[src/rtl/dcache_dm_pkg.sv]
// Shared types for the data cache: execute-stage uop encoding, cache FSM states
// and the saturating increment used by the DCACHE_STATS_EN counters.
package dcache_dm_pkg;

    typedef enum logic [2:0] {
        NOP = 3'd0,
        ALU = 3'd1,
        LDR = 3'd2,
        STR = 3'd3,
        BR  = 3'd4
    } Uop;

    typedef enum logic [1:0] {
        IDLE    = 2'd0,
        RD_MISS = 2'd1,
        WR_MEM  = 2'd2
    } DCacheState;

    function automatic logic is_mem_uop(input Uop u);
        return (u == LDR) || (u == STR);
    endfunction

    function automatic logic [31:0] sat_inc(input logic [31:0] v);
        return (v == 32'hFFFF_FFFF) ? v : v + 32'd1;
    endfunction

endpackage

[src/rtl/dcache_dm_array.sv]
// Tag/data/valid storage for the direct-mapped cache: one synchronous write port,
// combinational read, valid bits cleared asynchronously by reset_n.
module dcache_dm_array #(
    parameter int DATA_W = 32,
    parameter int TAG_W  = 11,
    parameter int LINES  = 32,
    parameter int IDX_W  = $clog2(LINES)
) (
    input  logic              clock,
    input  logic              reset_n,
    input  logic              we,
    input  logic [IDX_W-1:0]  widx,
    input  logic [TAG_W-1:0]  wtag,
    input  logic [DATA_W-1:0] wdata,
    input  logic [IDX_W-1:0]  ridx,
    output logic [TAG_W-1:0]  rtag,
    output logic [DATA_W-1:0] rdata,
    output logic              rvalid
);

    logic [LINES-1:0]  valid_q, valid_d;
    logic [TAG_W-1:0]  tag_q  [LINES];
    logic [DATA_W-1:0] data_q [LINES];

    always_comb begin
        valid_d = valid_q;
        if (we) valid_d[widx] = 1'b1;
    end

    always_ff @(posedge clock or negedge reset_n) begin
        if (!reset_n) valid_q <= '0;
        else          valid_q <= valid_d;
    end

    // Tag and data contents are meaningless until the valid bit is set, so no reset.
    always_ff @(posedge clock) begin
        if (we) begin
            tag_q[widx]  <= wtag;
            data_q[widx] <= wdata;
        end
    end

    assign rtag   = tag_q[ridx];
    assign rdata  = data_q[ridx];
    assign rvalid = valid_q[ridx];

endmodule

[src/rtl/dcache_dm.sv]
// Direct-mapped, write-through, no-write-allocate data cache with a req/ack backing port.
// Optional hit/miss counters are enabled by defining DCACHE_STATS_EN.
module dcache_dm
    import dcache_dm_pkg::*;
#(
    parameter int DATA_W = 32,
    parameter int ADDR_W = 16,
    parameter int LINES  = 32
) (
    input  logic              clock,
    input  logic              reset_n,
    input  Uop                uop,
    input  logic [ADDR_W-1:0] addr,
    input  logic [DATA_W-1:0] data_in,
    input  logic              req_valid,
    output logic              req_ready,
    output logic [DATA_W-1:0] data_out,
    output logic              resp_valid,
    output logic              mem_req,
    output logic              mem_we,
    output logic [ADDR_W-1:0] mem_addr,
    output logic [DATA_W-1:0] mem_wdata,
    input  logic              mem_ack,
    input  logic [DATA_W-1:0] mem_rdata
`ifdef DCACHE_STATS_EN
    ,
    output logic [31:0]       hit_count,
    output logic [31:0]       miss_count
`endif
);

    localparam int IDX_W = $clog2(LINES);
    localparam int TAG_W = ADDR_W - IDX_W;

    DCacheState        state_q, state_d;
    logic              resp_valid_q, resp_valid_d;
    logic [DATA_W-1:0] data_out_q, data_out_d;
    logic              mem_req_q, mem_req_d;
    logic              mem_we_q, mem_we_d;
    logic [ADDR_W-1:0] mem_addr_q, mem_addr_d;
    logic [DATA_W-1:0] mem_wdata_q, mem_wdata_d;
    logic [DATA_W-1:0] fill_q, fill_d;

    logic [IDX_W-1:0]  req_idx, arr_idx;
    logic [TAG_W-1:0]  req_tag, arr_tag, rd_tag;
    logic [DATA_W-1:0] arr_wdata, rd_data;
    logic              arr_we, rd_valid, hit, accept;

    assign req_idx = addr[IDX_W-1:0];
    assign req_tag = addr[ADDR_W-1:IDX_W];
    assign hit     = rd_valid && (rd_tag == req_tag);
    assign accept  = req_valid && (state_q == IDLE) && is_mem_uop(uop);

    dcache_dm_array #(
        .DATA_W (DATA_W),
        .TAG_W  (TAG_W),
        .LINES  (LINES),
        .IDX_W  (IDX_W)
    ) u_array (
        .clock   (clock),
        .reset_n (reset_n),
        .we      (arr_we),
        .widx    (arr_idx),
        .wtag    (arr_tag),
        .wdata   (arr_wdata),
        .ridx    (req_idx),
        .rtag    (rd_tag),
        .rdata   (rd_data),
        .rvalid  (rd_valid)
    );

    // In RD_MISS/WR_MEM, mem_req_q low means the ack has been taken and the response is due.
    always_comb begin
        state_d      = state_q;
        resp_valid_d = 1'b0;
        data_out_d   = '0;
        mem_req_d    = mem_req_q;
        mem_we_d     = mem_we_q;
        mem_addr_d   = mem_addr_q;
        mem_wdata_d  = mem_wdata_q;
        fill_d       = fill_q;
        arr_we       = 1'b0;
        arr_idx      = req_idx;
        arr_tag      = req_tag;
        arr_wdata    = data_in;
        unique case (state_q)
            IDLE: begin
                if (accept) begin
                    if (uop == LDR) begin
                        if (hit) begin
                            resp_valid_d = 1'b1;
                            data_out_d   = rd_data;
                        end else begin
                            state_d    = RD_MISS;
                            mem_req_d  = 1'b1;
                            mem_we_d   = 1'b0;
                            mem_addr_d = addr;
                        end
                    end else begin
                        state_d     = WR_MEM;
                        mem_req_d   = 1'b1;
                        mem_we_d    = 1'b1;
                        mem_addr_d  = addr;
                        mem_wdata_d = data_in;
                        arr_we      = hit;
                    end
                end
            end
            RD_MISS: begin
                if (mem_req_q) begin
                    if (mem_ack) begin
                        mem_req_d = 1'b0;
                        fill_d    = mem_rdata;
                        arr_we    = 1'b1;
                        arr_idx   = mem_addr_q[IDX_W-1:0];
                        arr_tag   = mem_addr_q[ADDR_W-1:IDX_W];
                        arr_wdata = mem_rdata;
                    end
                end else begin
                    resp_valid_d = 1'b1;
                    data_out_d   = fill_q;
                    state_d      = IDLE;
                end
            end
            WR_MEM: begin
                if (mem_req_q) begin
                    if (mem_ack) mem_req_d = 1'b0;
                end else begin
                    resp_valid_d = 1'b1;
                    state_d      = IDLE;
                end
            end
            default: state_d = IDLE;
        endcase
    end

    always_ff @(posedge clock or negedge reset_n) begin
        if (!reset_n) begin
            state_q      <= IDLE;
            resp_valid_q <= 1'b0;
            data_out_q   <= '0;
            mem_req_q    <= 1'b0;
            mem_we_q     <= 1'b0;
            mem_addr_q   <= '0;
            mem_wdata_q  <= '0;
        end else begin
            state_q      <= state_d;
            resp_valid_q <= resp_valid_d;
            data_out_q   <= data_out_d;
            mem_req_q    <= mem_req_d;
            mem_we_q     <= mem_we_d;
            mem_addr_q   <= mem_addr_d;
            mem_wdata_q  <= mem_wdata_d;
        end
    end

    always_ff @(posedge clock) begin
        fill_q <= fill_d;
    end

    // Gated by reset_n so nothing is accepted while reset is held.
    assign req_ready  = reset_n && (state_q == IDLE);
    assign resp_valid = resp_valid_q;
    assign data_out   = data_out_q;
    assign mem_req    = mem_req_q;
    assign mem_we     = mem_we_q;
    assign mem_addr   = mem_addr_q;
    assign mem_wdata  = mem_wdata_q;

`ifdef DCACHE_STATS_EN
    logic [31:0] hit_count_q, hit_count_d;
    logic [31:0] miss_count_q, miss_count_d;

    always_comb begin
        hit_count_d  = hit_count_q;
        miss_count_d = miss_count_q;
        if (accept) begin
            if (hit) hit_count_d  = sat_inc(hit_count_q);
            else     miss_count_d = sat_inc(miss_count_q);
        end
    end

    always_ff @(posedge clock or negedge reset_n) begin
        if (!reset_n) begin
            hit_count_q  <= '0;
            miss_count_q <= '0;
        end else begin
            hit_count_q  <= hit_count_d;
            miss_count_q <= miss_count_d;
        end
    end

    assign hit_count  = hit_count_q;
    assign miss_count = miss_count_q;
`endif

endmodule
[config.mk]
export PLATFORM = sky130hd
export DESIGN_NAME = dcache_dm
export DESIGN_NICKNAME = d
export VERILOG_FILES = /design/src/rtl/dcache_dm_pkg.sv /design/src/rtl/dcache_dm_array.sv /design/src/rtl/dcache_dm.sv
export SDC_FILE = /design/constraint.sdc
export NUM_CORES = 1
export LEC_CHECK = 0
export ABC_AREA = 0
export CORE_AREA = 2 2 349 351
export CTS_BUF_LIST = sky130_fd_sc_hd__clkbuf_8
export DETAILED_ROUTE_END_ITERATION = 16
export DIE_AREA = 0 0 351 353
export PLACE_DENSITY = 0.74
export SLEW_MARGIN = 20
export SYNTH_ARGS = -nofsm -noshare
export SYNTH_HDL_FRONTEND = slang
export SYNTH_HIERARCHICAL = 1
export SYNTH_SLANG_ARGS = --single-unit
export TNS_END_PERCENT = 30
[constraint.sdc]
create_clock -name clock -period 7.1 [get_ports clock]
set_input_delay 1.42 -clock clock [delete_from_list [all_inputs] [get_ports clock]]
set_output_delay 1.42 -clock clock [all_outputs]
set_load 0.01 [all_outputs]
After elaboration in Yosys (flattened, before gate mapping). Memories as Yosys holds them, arrays and structs flattened. Cells that the tools add are included.

Register bits: 149. RAM bits: 1376. Input port bits: 87. Logic and storage cells: 84. Memories: 2.

Memory list: u_array.data_q (depth 32, bits a word 32, rd ports 1, clocked after memory_dff 0, wr ports 1, line dcache_dm_array.sv:23) `logic [DATA_W-1:0] data_q [LINES];`; u_array.tag_q (depth 32, bits a word 11, rd ports 1, clocked after memory_dff 0, wr ports 1, line dcache_dm_array.sv:22) `logic [TAG_W-1:0] tag_q [LINES];`.

Magnitude comparators: 3. Equal/unequal tests: 9. Mux-type cells: 45. Bitwise logic cells: 2. Reductions and logical operators: 14.

Operators by type and width (count): $mux 32 (7); $pmux 32 s2 (1); $mux 11 (3); $mux 16 (2); $or 32x32->32 (1); $mux 1 (19); $mux 5 (3); $reduce_and 3->1 (5); $lt 5x6->1 const B (2); $eq 11x11->1 (1); $mux 2 (4); $eq 3x2->1 const B (2); $ne 2x2->1 const B (3); $pmux 1 s2 (3); $bmux 1 s5 (1); $demux 1 s5 (1); $ge 5x1->1 const B (1); $logic_and 1x1->1 (5); $pmux 2 s2 (1); $ne 3x3->1 const B (1); $eq 2x1->1 const B (1); $eq 2x2->1 const B (1); $logic_not 2->1 (1); $reduce_bool 2->1 (1); other kinds (3) (3).

Logic depth before layout (Yosys ltp).
Depth after elaboration: 8. Gate-level depth with buffers: 16.

Modules after synthesis. Netlist, hierarchy kept.

Modules (own cells, without submodules): dcache_dm_array (instances 1, cells each 3078, area an instance 54701.2 um2); dcache_dm (instances 1, cells each 317, area an instance 4933.5 um2).

Worst setup path before layout. No wires, ideal clock.

Path kind: input to register. Start: input addr[0]. End: memory u_array.data_q[20][0], enable pin. Setup time: 0.444 ns. Arrival: 6.181 ns. Data required time: 6.656 ns. Path slack: 0.474 ns. Cell stages on the path: 15. Path buffers: 5. Cells stage by stage: buf_4 -> buf_4 -> buf_6 -> buf_4 -> mux2i_1 -> nand2_1 -> a31oi_1 -> nand3_1 -> xnor2_1 -> nand4_1 -> or4_1 -> o21ai_0 -> or3b_2 -> clkbuf_1 -> nor2_1.

Word-level cells in the longest chain between the ends: 8. Elaborated cells between the ends (all ways): 13. Those cells by class: 1 x eq/ne; 10 x mux; 1 x reduce/logical; 1 x memory.

RTL lines: from (decl) (line dcache_dm.sv:13) `input logic [ADDR_W-1:0] addr,`; $mem_v2 32x11; net rd_tag[3] (line dcache_dm.sv:45) `logic [TAG_W-1:0] req_tag, arr_tag, rd_tag;`; $eq 11x11->1 (line dcache_dm.sv:51) `assign hit = rd_valid && (rd_tag == req_tag);`; $logic_and 1x1->1 (line dcache_dm.sv:51); $mux 1 (line dcache_dm.sv:89) `if (uop == LDR) begin`; $mux 1 (line dcache_dm.sv:88) `if (accept) begin`; $pmux 1 s2 (line dcache_dm.sv:86) `unique case (state_q)`; net arr_we (line dcache_dm.sv:47) `logic arr_we, rd_valid, hit, accept;`; $mux 1 (line dcache_dm_array.sv:37) `if (we) begin`; $mux 1 (implied by the code) (line dcache_dm_array.sv:39) `data_q[widx] <= wdata;`; to (decl) (line dcache_dm_array.sv:23).

The timed path passes the listed nets, and every way through them passes these cells. The select of a mux whose other input is x is not followed.

Final worst setup path.
Start: input addr[2]. End: memory u_array.data_q[28][6], enable pin.

The elaborated chain is that of the path after synthesis.

==> results.md <==
- EDFF count, synth: 1408
- Worst-path cell with the longest stage delay: nor2b_4
- CTS tree: done
- Area share of the largest cell type after synthesis: 0.709
- HPWL after DPL: just under 90 mm
- Area Overhead vs Synth: 14.6%
- Async SR Flop Fraction: 0.0767
- Reg2reg setup slack: about 2.7 ns
- Syn nets: ~3500
- Most common cell in the netlist: edfxtp_1
- Final period util: 0.848
- Fraction of synthesized cell area in xor and xnor cells: 0.00162
- Crit. End Element: flop
- Cell count after synthesis: 3395
- Setup crit start: addr[2]
- Clk sink count: around 1500
- Post-synthesis mux area share: 0.137
- Die height: roughly 350 um
- Delay-heaviest family, CP: simple AND/OR/NAND/NOR gates
- Hold_buf cts: 0
- Clock insertion delay at the later pin of the skew report: 0.92 ns
- Final Core Density: 0.567
- Top Metal Used: met4
- Setup TNS: 0 ns
- Endpoints failing setup: 0
- Met3 Routed Length: 13.2 mm
- PwrDens: 282 nW/um^2
- Dominant cells by area after synthesis: edfxtp_1, mux2i_1, dfrtp_1
- Max Cap Viol: 0
- Total Routing Usage GR: 0.237
- Crit path buf inv count: 3
- WL per Instance: roughly 27 um
- H-Tree Level Count: 4
- CTS Buffer Depth: 3
- Avg Cell Area, Syn: around 18 um^2
- Slew headroom: 0.270
- Yosys top cell by area: edfxtp_1
- Largest net degree at the start of global routing: 68
- CORE AREA: 121000 um^2
- Post-Synth Adder-Cell Area: 0.000629
- Clk_skew: 0.0616 ns
- Status: completed
- Total gr overflow: 0
- R2R Path Start: u_array/tag_q[3][0]
- Worst reg2reg path endpoint: u_array/data_q[28][6]
- Hold Violations, Final: 0
- Unrepaired setup endpoints after global routing: false
- Synth Register Bits: around 1500
- Post-synthesis simple-gate area fraction: 0.0334
- CTS resizes: 0
- Layout cells sized above 1: 0.151
- Crit. path cell count: 13
- Residual DRC count: 0
- Cell Rows: 128
- Worst EP required: 7.60 ns
- Slew @ Worst Pin: 1.09 ns
- Crit start category: primary input
- Vias per cell: 5.92
- CTS Root Cell: clkbuf_8
- Via count: between 30000 and 40000
- Die Span X: 351 um
- Nets: around 3800
- TritonCTS buffer count: 229
- First-pass GRT wire length: 215 mm
- Number of I/O port buffers: 170
- Crit-path cells: clkdlybuf4s50_1, nor2b_4, buf_4, a21oi_1, nand3_1, nand3_1, xnor2_1, nand4_1, or4_1, o21ai_0, or3b_2, nor2_4, buf_4
- Synthesis Warnings: 6
- Final WL: 148 mm
- Met1 wire length: 59.5 mm
- DR iter-0 viols: 3788
- CP Class: in2reg
- Largest family of logic cells by synthesized area: multiplexers
- Synth Area in Compound Gates: 0.0510
- Routed Antenna Nets: 0
- Met2 wire length: 70.7 mm
- First drt pass iteration count: 5
- Register area share after synthesis: 0.758
- Worst-path maximum fanout: 30
- GPL Wtd Cong: between 0.8 and 0.9
- Unique masters post-synth: 43
- Most common flop cell mapped by yosys: edfxtp_1
- Worst Hold Class: in2async
- Initial antenna violation count: 1
- Synth Cell Area: 59600 um^2
- Vias in the first global route: 32476
- Worst-path clk slew: 0.06 ns
- Slowest cell delay on critical path: between 0.8 and 0.9 ns
- Critical Path Sink: u_array/data_q[28][6]
- Fmax: between 150 and 200 MHz
- Hold Slack: 0.453 ns
- Slew Limit Fails: 0
- Die area: 124000 um^2
- Total I/O pin count: 171
- Leak: 24.6 nW
- Worst Path Arrival: 6.52 ns
- Reg2Reg Depth: 12
- Initial Util: 0.495
- Total setup buffers inserted after CTS: 0
- Peak VDD IR: 0.000199 V
- Min Tclk post-route: 6.02 ns
- Post-synth top cells: edfxtp_1, mux2i_1, nand2_1
-- per-stage QoR --
stage / worst slack (ns) / area [um^2] / instances / power, mW
final: 1.08 / 68300 / 5554 / 19.3
after global routing: 1.01 / 68300 / 5553 / 19.9
after CTS: 1.31 / 68300 / 5550 / 19.4
after detailed placement: 0.369 / 63900 / 5126 / 12.5
after global placement: 0.443 / 63900 / 5126 / 12.5
after floorplan: 0.474 / 59600 / 3395 / 11.6
-- cells in the final DEF (no fill, tap or decap), types with 41 or more instances in the layout --
| master | n |
|---|---|
| edfxtp_1 | 1408 |
| mux2i_1 | 704 |
| clkbuf_8 | 240 |
| clkdlybuf4s50_1 | 168 |
| nand2_1 | 140 |
| nand3_1 | 137 |
| a21oi_1 | 133 |
| a22oi_1 | 132 |
| a22o_1 | 120 |
| dfrtp_1 | 117 |
| buf_4 | 105 |
| inv_1 | 97 |
| mux2_2 | 87 |
| a31oi_1 | 45 |
| nor3_1 | 44 |
| clkinv_1 | 41 |
-- state kept, by name (all words and copies together), names as in the netlist, 2 cells and up --
register         flops
data_out            32
mem_addr            16
u_array/data_q    1024
fill_q              32
mem_wdata           32
u_array/valid_q     32
state_q              2
u_array/tag_q      352
-- power by group --
part | leakage, nW | switching (mW) | total (mW) | internal [mW]
Sequential | 14.2 | 0.141 | 10.4 | 10.3
Clock | 2.59 | 3.37 | 6.89 | 3.51
Combinational | 7.84 | 1.14 | 1.94 | 0.805
-- how the worst min path moves through the flow --
| stage | start | to | slack, ns | cells past startpoint |
|---|---|---|---|---|
| after floorplan | u_array/valid_q[0] | u_array/valid_q[0] | 0.43 | 1 |
| after global placement | u_array/valid_q[24] | u_array/valid_q[24] | 0.45 | 1 |
| after detailed placement | u_array/valid_q[4] | u_array/valid_q[4] | 0.45 | 1 |
| after CTS | reset_n | u_array/valid_q[27] | 0.37 | 1 |
| after global routing | reset_n | u_array/valid_q[23] | 0.42 | 1 |
| final | reset_n | u_array/valid_q[23] | 0.45 | 1 |
-- kinds of logic (layout without fill, tap and decap cells) --
family | Yosys count | after routing
other cells | 0 | 3
buf+inv | 198 | 729
fa+ha+maj | 3 | 3
mux | 800 | 800
simple gates | 420 | 420
xor+xnor | 11 | 11
flops | 1525 | 1525
compound gates | 438 | 438
-- area by class of cell --
cell class | instances | area, um^2
antenna | 3 | 7.51
timing repair buffer | 301 | 3020
clock buffer | 240 | 3300
tap | 1625 | 2030
multi-input combinational | 1672 | 13600
clock inverter | 184 | 1110
sequential | 1525 | 45200
inverter | 4 | 15.0
fill | 8958 | 52300
-- per-layer routing --
metal / vias up / global-route usage
met4: 0 / 0.0854
met1: 16781 / 0.329
met3: 274 / 0.0505
li1: 14137 / -
met5: - / 0
met2: 1677 / 0.371
No activity file was read; power rests on OpenSTA's default activity.
